<file path="src/rtl/traffic_burst_scheduler_gmii.sv">
// Burst scheduler for a GMII traffic generator: N bursts of M frames with a
// programmable idle gap, counting frame starts observed on gmii_en.
module traffic_burst_scheduler_gmii #(
  parameter int unsigned FRAMES_W = 32,
  parameter int unsigned BURSTS_W = 16,
  parameter int unsigned GAP_W    = 32
) (
  input  logic                clk,
  input  logic                rst,
  input  logic                start,
  input  logic                stop,
  input  logic [FRAMES_W-1:0] burst_frames,
  input  logic [BURSTS_W-1:0] burst_count,
  input  logic [GAP_W-1:0]    gap_cycles,
  input  logic                gmii_en,
  output logic                gen_enable,
  output logic                busy,
  output logic                done,
  output logic [BURSTS_W-1:0] bursts_done,
  output logic [63:0]         frames_total
);

  typedef enum logic [1:0] {IDLE, RUN, DRAIN, GAP} state_t;

  state_t              state, state_nx;
  logic                gmii_en_d;
  logic                sof;
  logic [FRAMES_W-1:0] frames_cfg, frame_cnt, frame_cnt_inc;
  logic [BURSTS_W-1:0] bursts_cfg, bursts_inc;
  logic [GAP_W-1:0]    gap_cfg, gap_cnt;
  logic                abort, partial;
  logic                accept_start, burst_hit, last_burst;
  logic                gen_enable_nx, busy_nx, done_nx;

  assign sof           = gmii_en & ~gmii_en_d;
  assign frame_cnt_inc = frame_cnt + FRAMES_W'(1);
  assign bursts_inc    = bursts_done + BURSTS_W'(1);
  // stop has priority over a simultaneous start
  assign accept_start  = (state == IDLE) && start && !stop;
  assign burst_hit     = (state == RUN) && sof && (frame_cnt_inc == frames_cfg);
  assign last_burst    = (bursts_cfg != '0) && (bursts_inc == bursts_cfg);

  always_ff @(posedge clk) begin
    if (rst) begin
      state      <= IDLE;
      gen_enable <= 1'b0;
      busy       <= 1'b0;
      done       <= 1'b0;
      gmii_en_d  <= 1'b0;
    end else begin
      state      <= state_nx;
      gen_enable <= gen_enable_nx;
      busy       <= busy_nx;
      done       <= done_nx;
      gmii_en_d  <= gmii_en;
    end
  end

  always_comb begin
    state_nx = state;
    case (state)
      IDLE: begin
        if (accept_start && (burst_frames != '0)) state_nx = RUN;
      end
      RUN: begin
        if (stop || burst_hit) state_nx = DRAIN;
      end
      DRAIN: begin
        if (!gmii_en) begin
          if (abort || stop || last_burst) state_nx = IDLE;
          else if (gap_cfg == '0)          state_nx = RUN;
          else                             state_nx = GAP;
        end
      end
      GAP: begin
        if (stop)                        state_nx = IDLE;
        else if (gap_cnt == GAP_W'(1))   state_nx = RUN;
      end
      default: state_nx = IDLE;
    endcase
  end

  always_comb begin
    gen_enable_nx = (state_nx == RUN);
    busy_nx       = (state_nx != IDLE);
    done_nx       = ((state != IDLE) && (state_nx == IDLE)) ||
                    (accept_start && (burst_frames == '0));
  end

  // partial marks a burst cut short by stop, so its DRAIN exit is not counted
  always_ff @(posedge clk) begin
    if (rst) begin
      frames_cfg   <= '0;
      bursts_cfg   <= '0;
      gap_cfg      <= '0;
      frame_cnt    <= '0;
      gap_cnt      <= '0;
      bursts_done  <= '0;
      frames_total <= '0;
      abort        <= 1'b0;
      partial      <= 1'b0;
    end else if (accept_start) begin
      frames_cfg   <= burst_frames;
      bursts_cfg   <= burst_count;
      gap_cfg      <= gap_cycles;
      frame_cnt    <= '0;
      bursts_done  <= '0;
      frames_total <= '0;
      abort        <= 1'b0;
      partial      <= 1'b0;
    end else begin
      if ((state != IDLE) && sof) frames_total <= frames_total + 64'd1;
      case (state)
        RUN: begin
          if (sof) frame_cnt <= frame_cnt_inc;
          if (stop) begin
            abort   <= 1'b1;
            partial <= !burst_hit;
          end
        end
        DRAIN: begin
          if (stop) abort <= 1'b1;
          if (!gmii_en) begin
            if (!partial) bursts_done <= bursts_inc;
            frame_cnt <= '0;
            gap_cnt   <= gap_cfg;
          end
        end
        GAP: gap_cnt <= gap_cnt - GAP_W'(1);
        default: ;
      endcase
    end
  end

endmodule

</file>
<file path="config.mk">
export PLATFORM = sky130hd
export DESIGN_NAME = traffic_burst_scheduler_gmii
export DESIGN_NICKNAME = d
export VERILOG_FILES = /design/src/rtl/traffic_burst_scheduler_gmii.sv
export SDC_FILE = /design/constraint.sdc
export NUM_CORES = 1
export LEC_CHECK = 0
export CORE_MARGIN = 5
export CORE_UTILIZATION = 60
export DETAILED_ROUTE_END_ITERATION = 8
export PLACE_DENSITY = 0.92
export SYNTH_ARGS = -nofsm -noshare
export SYNTH_HDL_FRONTEND = slang
export SYNTH_SLANG_ARGS = --single-unit
</file>
<file path="constraint.sdc">
create_clock -name clk -period 4.59 [get_ports clk]
set_input_delay 0.918 -clock clk [delete_from_list [all_inputs] [get_ports clk]]
set_output_delay 0.918 -clock clk [all_outputs]
set_load 0.005 [all_outputs]
</file>
# [After elaboration in Yosys (flattened, before gate mapping)]
# Index checks and enable logic that the tools add are counted.
[totals] output_inout_bits=83 reg_bits=232
[op_classes] n_addsub=4 bitwise_logic=5 reduce_logical=32 n_mux=13 n_eq_ne=9
[op_table] operator="$pmux 32 s2" n=2
[op_table] operator="$mux 32" n=3
[op_table] operator="$add 64x1->64 const B" n=1
[op_table] operator="$logic_not 32->1" n=2
[op_table] operator="$add 32x1->32 const B" n=1
[op_table] operator="$eq 32x1->1 const B" n=1
[op_table] operator="$eq 32x32->1" n=1
[op_table] operator="$reduce_bool 32->1" n=1
[op_table] operator="$sub 32x1->32 const B" n=1
[op_table] operator="$add 16x1->16 const B" n=1
[op_table] operator="$eq 16x16->1" n=1
[op_table] operator="$reduce_bool 16->1" n=1
[op_table] operator="$mux 2" n=7
[op_table] operator="$logic_and 1x1->1" n=9
[op_table] operator="$reduce_and 3->1" n=3
[op_table] operator="$pmux 2 s4" n=1
[op_table] operator="$reduce_bool 2->1" n=4
[op_table] operator="$eq 2x1->1 const B" n=2
[op_table] operator="$eq 2x2->1 const B" n=2
[op_table] operator="$logic_not 2->1" n=2
[op_table] operator="$logic_or 1x1->1" n=4
[op_table] operator="$ne 2x2->1 const B" n=2
[op_table] operator="$not 1->1" n=4
[op_table] operator="$reduce_and 2->1" n=2
[op_table] operator="3 further kinds" n=5

# [Longest topological paths before layout]
[logic_depth] ltp_word=10 mapped_depth=12 depth_no_buf=10

# [Least setup slack after synthesis]
# Ideal clock, no wire load.
[synth_timing] path_kind="input -> register" from="input gmii_en" to="register frames_total[51]" t_required_ns=4.520 cell_stages=9 slack_ns=1.702 arrival_time_ns=2.818 cell_sequence="and4bb_2 > and4_1 > buf_2 > nor4bb_1 > buf_2 > nor4b_4 > nand3_2 > or3_1 > a21oi_1"
[synth_via] elab_chain_len=2
[synth_rtl] element="start: declaration" line_no="15" rtl="input logic gmii_en,"
[synth_rtl] element="$and 1x1->1" line_no="35" rtl="assign sof = gmii_en & ~gmii_en_d;"
[synth_rtl] element="$logic_and 1x1->1" line_no="112" rtl="if ((state != IDLE) && sof) frames_total <= frames_total + 64'd1;"
[synth_rtl] element="end signal: assignment" line_no="112"
[synth_rtl] element="end: declaration" line_no="20" rtl="output logic [63:0] frames_total"
# Every way passes these cells.
# A chain may end at the register's enable or synchronous reset.

# [Final worst setup path]
[layout_timing] from="input gmii_en" to="register frames_total[55]"
# Same word-level chain as after synthesis.

==> impl_metrics.ini <==
[cells_and_area]
finalNetCount = 1773
final_layout_size_suffix_gt1_share_pct = 5.49
multi_input_area_um2 = 6900
syn_to_final_growth_pct = 22.1
regArea_um2 = 4640
n_antenna_cell = 0
fillers = 1429
utilization_pct = 74.9

[logic_synthesis]
async_flop_share_pct = 0
synth_cell_type_count = 78
synth_edf_count = 0
yosysWarnings = 0
syn_nets = 1658
synth-seq-area-share_pct = 38.6
yosys_register_bits = 232
syn_inst = 1563
syn_avg_cell_area_um2 = 7.69
synth_ff_type = dfxtp_1
netlist_area_um2 = 12000

[cts]
cts_tree = built
hold_buffers = 0
cts_max_path_buffers = 3
ctsHtreeMaxLevel = 1
clkTransAtPathRegs_ps = 60
clock_tree.root_cell = clkbuf_16
post_cts_buffers = 0
clock_latency_ps = 520
clock-sinks = 232
cts_inserted_buffers = 25
cts_resized = 0

[floorplanning]
io_pins = 168
start_util_pct = 61.4
die_h_um = 152
die_w_um = 152
dieArea_um2 = 23000
num_rows = 51
core_area_um2 = 19600

[global_routing]
grt_max_degree = 88
grt_first_pass_wirelength_mm = 53.2
antenna_found_initial = 0
grt_usage_pct = 27.7
first_global_vias = 11200
grt_overflow = 0

[drt]
routed_wirelength_mm = 32.8
firstDrtPassIters = 5
vias_per_cell = 6.06
drtIter0Drc = 898
detail-route-antenna-nets = 0
vias = 11900
wl_per_cell_um = 16.8
route.detailed.drc = 0

[timing]
finalHoldViolCount = 0
max_freq_mhz = 276
max-slew-margin-rel_pct = 39.4
timing.final.crit_share_pct = 79.1
finalSetupViolations = 0
holdWs_ps = 474
fin_crit_ps = 3630
fin_ws_ps = 961
rsz0062_at_grt = false
worstMarginPinSlew_ps = 909
setup_tns_ps = 0
slew_violations = 0
fin_worst_skew_ps = 16.5

[pwr]
power_mw = 6.40
intPower_mw = 4.23
seqPwrFrac_pct = 37.3
power.density_nw_per_um2 = 436
comb_power_share_pct = 28.9
pwr-share-clk_pct = 33.9
max-vdd-ir-drop_mv = 0.477
leakagePower_nw = 5.00
swShare_pct = 33.9
p_switching_mw = 2.17

[place]
gp_congestion = 0.970
numPortBuffers = 167
dp_slack_ps = 533
place_hpwl_mm = 23.2

[setup_path]
worstSetupEndpointType = register
rrSetupSlack_ps = 1050
critPathKind = primary input to register
cp-startpoint = gmii_en
cp_max_fo = 10
r2r_cells = 9
arrival_ps = 4070
r2r_end = frames_total[55]$_SDFFE_PP0P_
worstPathRequired_ps = 5030
r2r_start = state[1]$_SDFF_PP0_
startpoint_type = primary input

[job]
maxCapViolCount = 0

[worst_hold_path]
hold_class = register to register
hold_end = gap_cfg[16]$_SDFFE_PP0P_
min_path_cells = 2
worstHoldStart = gap_cfg[16]$_SDFFE_PP0P_

[outcome]
status = completed
layout make-up:
class / instances / area share (%)
Multi-Input combinational cell: 1207 / 47.0
Inverter: 30 / 0.767
Clock inverter: 15 / 1.52
Sequential cell: 232 / 31.6
Timing Repair Buffer: 182 / 12.2
Clock buffer: 29 / 4.57
Tap cell: 265 / 2.26
cell usage in the layout (no fill, tap or decap), drive strengths merged, types with 7 or more instances in the layout:
cell type and instances:
nand4 34, nor4 40, nand2 273, inv 30, buf 16, nor3 49, o22ai 9, xor2 59
ha 10, a21oi 170, dfxtp 232, nor2 155, o21ai 59, a31oi 10, nand2b 11, or4 13
a211oi 16, mux2i 7, and4 14, nor2b 13, a311oi 7, clkdlybuf4s50 166, and3 18, a22oi 8
or3 28, clkinv 7, xnor2 73, nand3 56, clkbuf 29
metrics by stage:
stage / instances / area, um2
after floorplan: 1563 / 12000
after global placement: 1916 / 13800
after detailed placement: 1916 / 13800
after CTS: 1960 / 14700
after global routing: 1960 / 14700
final: 1960 / 14700
synthesized netlist by cell type (all sizes together), types with 11 or more instances:
cell / count / area, um2
nor3: 49 / 265
a211oi: 16 / 120
nor2b: 13 / 81.3
dfxtp: 232 / 4640
or4: 13 / 109
nor2: 155 / 582
o21ai: 59 / 295
and3: 18 / 113
nor4: 40 / 302
nand4: 34 / 234
clkbuf: 74 / 279
xor2: 59 / 517
buf: 20 / 103
nand2b: 11 / 68.8
xnor2: 73 / 639
nand2: 273 / 1020
or3: 28 / 175
nand3: 56 / 285
a21oi: 170 / 851
inv: 30 / 113
and4: 14 / 126
flip-flops by register name, summed over array words and instances, names as in the netlist:
signal / cells
abort: 1
bursts_cfg: 16
bursts_done: 16
busy: 1
done: 1
frame_cnt: 32
frames_cfg: 32
frames_total: 64
gap_cfg: 32
gap_cnt: 32
gen_enable: 1
gmii_en_d: 1
partial: 1
state: 2
critical path: stages:
cell and delay [ps]:
clkdlybuf4s50_1 620, and4bb_2 320, and4_1 350, nor4bb_1 580
nor4b_4 500, nand3_2 240, or3_1 370, a21oi_1 160
layer usage:
layer	routed length (um)	part of all wire (%)	GRT usage, %
met1	12500	38	33.2
met2	16700	51	49.7
met3	2150	6.5	3.39
met4	1450	4.4	12.6
met5	0	0	0
worst max path at each step:
stage,endpoint
after floorplan,frames_total[51]$_SDFFE_PP0P_
after global placement,frames_total[53]$_SDFFE_PP0P_
after detailed placement,frames_total[55]$_SDFFE_PP0P_
after CTS,frames_total[55]$_SDFFE_PP0P_
after global routing,frames_total[53]$_SDFFE_PP0P_
final,frames_total[55]$_SDFFE_PP0P_
power groups by stage:
stage / logic (mW) / clock network (mW) / registers (mW)
CTS: 1.82 / 2.18 / 2.38
global route: 2.04 / 2.27 / 2.40
global placement: 1.74 / 0 / 2.41
finish: 1.85 / 2.17 / 2.38
floorplan: 1.36 / 0 / 2.35
detailed placement: 1.80 / 0 / 2.42
cells by family (layout without fill, tap and decap cells):
logic type / count (synthesis) / in the layout / synth area share [%]
fa+ha+maj: 10 / 10 / 1.04
simple gates: 736 / 736 / 30.3
compound gates: 321 / 321 / 15.6
flops: 232 / 232 / 38.6
mux: 8 / 8 / 0.676
xor+xnor: 132 / 132 / 9.62
buf+inv: 124 / 256 / 4.11
Power figures use the tool's default switching activity.
